<file path="config.mk">
export PLATFORM = sky130hd
export DESIGN_NAME = selector_frecuencia
export DESIGN_NICKNAME = d
export VERILOG_FILES = /design/src/rtl/selector_frecuencia.sv
export SDC_FILE = /design/constraint.sdc
export NUM_CORES = 1
export LEC_CHECK = 0
export ABC_CLOCK_PERIOD_IN_PS = 3060
export BUFFER_PORTS_ARGS = -buffer_cell sky130_fd_sc_hd__buf_2
export CAP_MARGIN = 10
export CORE_UTILIZATION = 30
export CTS_BUF_LIST = sky130_fd_sc_hd__clkbuf_8
export CTS_CLUSTER_SIZE = 14
export DETAILED_ROUTE_END_ITERATION = 6
export HOLD_SLACK_MARGIN = 0.06
export PLACE_DENSITY = 0.58
export SLEW_MARGIN = 15
export SYNTH_ARGS = -nofsm -noshare
export SYNTH_HDL_FRONTEND = slang
export SYNTH_SLANG_ARGS = --single-unit
</file>
<file path="constraint.sdc">
create_clock -name clk -period 3.06 [get_ports clk]
set_input_delay 0.612 -clock clk [delete_from_list [all_inputs] [get_ports clk]]
set_output_delay 0.612 -clock clk [all_outputs]
set_load 0.01 [all_outputs]
</file>
<file path="src/rtl/selector_frecuencia.sv">
// Push-button front end for the frequency divider: synchronise, debounce, step on press,
// auto-repeat while held, and keep a saturating 8-bit selection code.
module selector_frecuencia #(
    parameter int unsigned DEBOUNCE_CYCLES = 500000,
    parameter int unsigned HOLD_CYCLES     = 50000000,
    parameter int unsigned REPEAT_CYCLES   = 10000000,
    parameter int unsigned FREC_MIN        = 1,
    parameter int unsigned FREC_MAX        = 100,
    parameter int unsigned FREC_INIT       = 1
) (
    input  logic       clk,
    input  logic       reset,
    input  logic       btn_up,
    input  logic       btn_down,
    output logic [7:0] frecnum,
    output logic       frec_changed,
    output logic       at_limit
);

    // Timer is at least 24 bits, widened when the hold/repeat periods need more.
    localparam int unsigned TMAX = (HOLD_CYCLES > REPEAT_CYCLES) ? HOLD_CYCLES : REPEAT_CYCLES;
    localparam int unsigned TW   = ($clog2(TMAX) > 24) ? $clog2(TMAX) : 24;

    localparam logic [23:0]   DEB_LAST    = 24'(DEBOUNCE_CYCLES - 1);
    localparam logic [TW-1:0] HOLD_LAST   = TW'(HOLD_CYCLES - 1);
    localparam logic [TW-1:0] REP_LAST    = TW'(REPEAT_CYCLES - 1);
    localparam logic [7:0]    MIN8        = 8'(FREC_MIN);
    localparam logic [7:0]    MAX8        = 8'(FREC_MAX);
    localparam logic [7:0]    INIT8       = 8'(FREC_INIT);
    localparam logic          LIMIT_INIT  = (FREC_INIT == FREC_MIN) || (FREC_INIT == FREC_MAX);

    typedef enum logic [1:0] {StIdle, StHold, StRepeat} state_e;

    logic [1:0] raw, sync1, sync2, deb;
    logic       up_d, down_d;

    assign raw = {btn_down, btn_up};

    always_ff @(posedge clk or posedge reset) begin
        if (reset) begin
            sync1 <= 2'b00;
            sync2 <= 2'b00;
        end else begin
            sync1 <= raw;
            sync2 <= sync1;
        end
    end

    for (genvar i = 0; i < 2; i++) begin : g_deb
        logic [23:0] cnt_q;
        logic        level_q;

        always_ff @(posedge clk or posedge reset) begin
            if (reset) begin
                cnt_q   <= '0;
                level_q <= 1'b0;
            end else if (sync2[i] == level_q) begin
                cnt_q   <= '0;
            end else if (cnt_q == DEB_LAST) begin
                level_q <= sync2[i];
                cnt_q   <= '0;
            end else begin
                cnt_q   <= cnt_q + 24'd1;
            end
        end

        assign deb[i] = level_q;
    end

    assign up_d   = deb[0];
    assign down_d = deb[1];

    state_e        state_q, state_d;
    logic [TW-1:0] timer_q, timer_d;
    logic          dir_q, dir_d;       // 1: stepping up
    logic          armed_q, armed_d;   // set only once both buttons have been low in idle
    logic          step, step_q, step_up_q;
    logic          release_seen;

    assign release_seen = dir_q ? (!up_d || down_d) : (!down_d || up_d);

    always_ff @(posedge clk or posedge reset) begin
        if (reset) begin
            state_q   <= StIdle;
            timer_q   <= '0;
            dir_q     <= 1'b0;
            armed_q   <= 1'b0;
            step_q    <= 1'b0;
            step_up_q <= 1'b0;
        end else begin
            state_q   <= state_d;
            timer_q   <= timer_d;
            dir_q     <= dir_d;
            armed_q   <= armed_d;
            step_q    <= step;
            step_up_q <= dir_d;
        end
    end

    always_comb begin
        state_d = state_q;
        unique case (state_q)
            StIdle:   if (armed_q && (up_d ^ down_d)) state_d = StHold;
            StHold:   if (release_seen) state_d = StIdle;
                      else if (timer_q == HOLD_LAST) state_d = StRepeat;
            StRepeat: if (release_seen) state_d = StIdle;
            default:  state_d = StIdle;
        endcase
    end

    always_comb begin
        step    = 1'b0;
        timer_d = timer_q;
        dir_d   = dir_q;
        armed_d = armed_q;
        unique case (state_q)
            StIdle: begin
                timer_d = '0;
                if (!up_d && !down_d) begin
                    armed_d = 1'b1;
                end else if (up_d && down_d) begin
                    armed_d = 1'b0;
                end else if (armed_q) begin
                    step    = 1'b1;
                    dir_d   = up_d;
                    armed_d = 1'b0;
                end
            end
            StHold, StRepeat: begin
                if (release_seen) begin
                    timer_d = '0;
                end else if (timer_q == ((state_q == StHold) ? HOLD_LAST : REP_LAST)) begin
                    step    = 1'b1;
                    timer_d = '0;
                end else begin
                    timer_d = timer_q + TW'(1);
                end
            end
            default: timer_d = '0;
        endcase
    end

    logic [8:0] up_sum, dn_diff;
    logic [7:0] frec_next;

    assign up_sum  = {1'b0, frecnum} + 9'd1;
    assign dn_diff = {1'b0, frecnum} - 9'd1;

    always_comb begin
        frec_next = frecnum;
        if (step_q) begin
            if (step_up_q) begin
                frec_next = (up_sum > {1'b0, MAX8}) ? MAX8 : up_sum[7:0];
            end else begin
                frec_next = (dn_diff[8] || (dn_diff < {1'b0, MIN8})) ? MIN8 : dn_diff[7:0];
            end
        end
    end

    always_ff @(posedge clk or posedge reset) begin
        if (reset) begin
            frecnum      <= INIT8;
            frec_changed <= 1'b0;
            at_limit     <= LIMIT_INIT;
        end else begin
            frecnum      <= frec_next;
            frec_changed <= (frec_next != frecnum);
            at_limit     <= (frec_next == MIN8) || (frec_next == MAX8);
        end
    end

endmodule
</file>
==> results.toml <==
[run_status]
outcome = "finished, final reports clean"

[final_layout]
antennaDiodeCount = 0
nets = 606
area_growth_pct = 12.1
fin_util = 0.347
drive_gt1_frac = 0.106
final_cells = 813
fillers = 1717

[route]
wirelength_met1_um = 4970
via_per_inst = 4.94
first_pass_iters = 4
finalWirelength_um = 10800
wl_met2_um = 5180
avgRoutedWirePerCell_um = 13.3
top_layer_used = "met4"
met3_length_um = 424
drc = 0
drtAntennaViolNets = 0
via_count = 4020
drt-initial-drc-count = 293

[synth]
synthXorXnorAreaFrac = 0.121
syn_inst = 572
synth_top_cell_area_share = 0.448
synthAdderAreaFrac = 0.0337
synth-simple-area-share = 0.263
synth_flop_cell = "dfrtp_1"
synth_top_family_by_area = "simple AND/OR/NAND/NOR gates"
async_flop_share = 1.00
synth.cell_area_sq_um = 5190
synth_edf_count = 0
synth_compound_area_frac = 0.0812
yosysTopAreaCell = "dfrtp_1"
syn_avg_cell_area_sq_um = 9.08
ys_warn_count = 0
yosys_register_bits = 95
muxShareOfSynthArea = 0.00795
yosysSeqAreaShare = 0.458
ys_top_cells_by_area = "dfrtp_1 45%, xor2_1 8.3%, nor2_1 7.5%, xnor2_1 3.9%, nand3_1 3.7%"
syn_nets = 590
synth_common_cells = "104 x nor2_1, 93 x dfrtp_1, 49 x xor2_1"
synthDistinctLibCells = 58
yosysMostFrequentCell = "nor2_1"

[setup_path]
crit_path_max_incr_delay_ns = 0.61
cp_data_required_time_ns = 3.32
cp.depth = 9
start_kind = "flip-flop"
path_max_fanout = 6
cp_slowest_cell = "dfstp_2"
r2r_cells = 9
end_kind = "flip-flop"
crit_family = "compound AO/OA/AOI/OAI gates"
crit_chain = "inv_1, ha_1, nand2_1, nor4_2, a31o_4, nor3_1, a311o_1, or4_1, a2111oi_2"
crit_arrival_ns = 3.14
cp_num_buf_inv = 1
critPathKind = "flip-flop to flip-flop"

[sta]
worstMarginPinSlew_ns = 0.604
rsz0062_at_grt = "false"
setup_viol = 0
period_minus_slack_ns = 2.89
max_freq_ghz = 0.346
setup_ws_ns = 0.174
fin_crit_sh = 0.943
tns_ns = 0
hold_viol_final = 0
relSlewSlack = 0.594
drv_slew = 0
clock_skew_ns = 0.00944

[clocking]
cts_tree = "built"
cts_max_path_buffers = 2
insertion_delay_ns = 0.36
ctsHoldBuffers = 0
clk_pin_slew_ns = 0.09
numCtsBuffers = 9
clock_sinks = 95
clock-root-buffer = "clkbuf_8"
cts_htree_levels = 3

[floorplan]
initial_core_util = 0.310
rows = 47
num_io_pins = 14
core_sq_um = 16800
die_h_um = 134
die_w_um = 134
die_area_sq_um = 17800

[placement]
port_buffers = 13
placed_cells = 796
place.gp.congestion = 0.889
post-place-ws_ns = 0.122
hpwl_um = 7520

[global_route]
grt_max_degree = 96
grt_usage = 0.127
grt_pass1_vias = 4055
antenna_found_initial = 0
grt.overflow.total = 0
grt_pass1_wl_um = 18600

[power_and_ir_drop]
power_uw = 2250
powerDensity_nw_per_um2 = 387
power.leakage_uw = 0.00242
ir_worst_vdd_v = 0.000182

[hold_path]
worstHoldPathType = "input pin to async pin"

[job]
maxCapViolCount = 0
[area by class of cell]
type	instances	area [sq um]	area share
Multi-Input combinational cell	433	2660	0.457
Clock inverter	6	91.3	0.0157
Clock buffer	10	138	0.0236
Sequential cell	95	2380	0.409
Inverter	20	78.8	0.0135
Tap cell	220	275	0.0473
Timing Repair Buffer	29	198	0.0339
[layer usage]
layer,up-vias,track usage
li1,1985,-
met1,1937,0.161
met2,80,0.213
met3,18,0.0247
met4,0,0.0473
met5,-,0
[stage by stage]
| step | hold slack [ns] | instance area (sq um) |
|---|---|---|
| final | 0.346 | 5820 |
| after global placement | 0.333 | 5560 |
| after global routing | 0.347 | 5820 |
| after detailed placement | 0.338 | 5560 |
| after CTS | 0.348 | 5790 |
| after floorplan | 0.331 | 5200 |
[timing repair]
| item | 4_1_cts | 5_1_grt |
|---|---|---|
| resized for setup | 0 | 5 |
| buffers inserted | 0 | 1 |
| endpoints found under the setup margin | 0 | 1 |
| endpoints found under the hold margin | 0 | 0 |
[final timing paths]
check,from,end,slack (ns)
setup reg to reg,frecnum[0]$_DFF_PP1_,at_limit$_DFF_PP1_,0.17
hold / removal,reset,g_deb[1].cnt_q[11]$_DFF_PP0_,0.35
max in group asynchronous,reset,timer_q[6]$_DFF_PP0_,2.28
min in group clk,sync1[0]$_DFF_PP0_,sync2[0]$_DFF_PP0_,0.36
setup / recovery,frecnum[0]$_DFF_PP1_,at_limit$_DFF_PP1_,0.17
hold reg to reg,sync1[0]$_DFF_PP0_,sync2[0]$_DFF_PP0_,0.36
[worst min-delay path, stage by stage]
cell and delay (ns):
buf_2 0.11, clkinvlp_4 0.07, buf_12 0.35
[sequential cells by signal, indices dropped and copies added (netlist names), 2 cells and up]
signal       count
sync1            2
g_deb.cnt_q     48
timer_q         26
sync2            2
state_q          2
frecnum          8
[power by group]
part	switching, uW	total, uW	internal (uW)
sequential	7.14	1270	1260
combinational	41.3	53.9	12.6
clock	441	930	489
[kinds of logic (layout without fill, tap and decap cells)]
logic type	after synthesis	in the layout
simple gates	282	282
flops	95	95
xor+xnor	72	72
compound gates	61	61
buf+inv	44	65
fa+ha+maj	14	14
mux	4	4
[layout by cell type (no fill, tap or decap), types with 3 or more instances in the layout]
| cell | netlist | layout |
|---|---|---|
| or2_2 | 4 | 4 |
| o21ai_0 | 14 | 14 |
| xor2_1 | 49 | 49 |
| nor3_1 | 16 | 15 |
| nand2b_1 | 4 | 4 |
| clkbuf_8 | 0 | 10 |
| buf_4 | 0 | 15 |
| nor2_1 | 104 | 104 |
| a31oi_1 | 4 | 4 |
| nor4_1 | 10 | 9 |
| nand4_1 | 15 | 15 |
| a21oi_1 | 13 | 13 |
| nor4b_1 | 3 | 3 |
| nand2_1 | 48 | 48 |
| or3_1 | 4 | 4 |
| and3_1 | 15 | 15 |
| o22ai_1 | 3 | 3 |
| o21a_1 | 3 | 3 |
| ha_1 | 14 | 14 |
| dfrtp_1 | 93 | 93 |
| and2_1 | 4 | 4 |
| nand3_1 | 38 | 38 |
| and4_1 | 5 | 5 |
| mux2i_1 | 3 | 3 |
| xnor2_1 | 23 | 23 |
| inv_1 | 20 | 19 |
| buf_2 | 6 | 13 |
(Power assumes the default switching activity.)
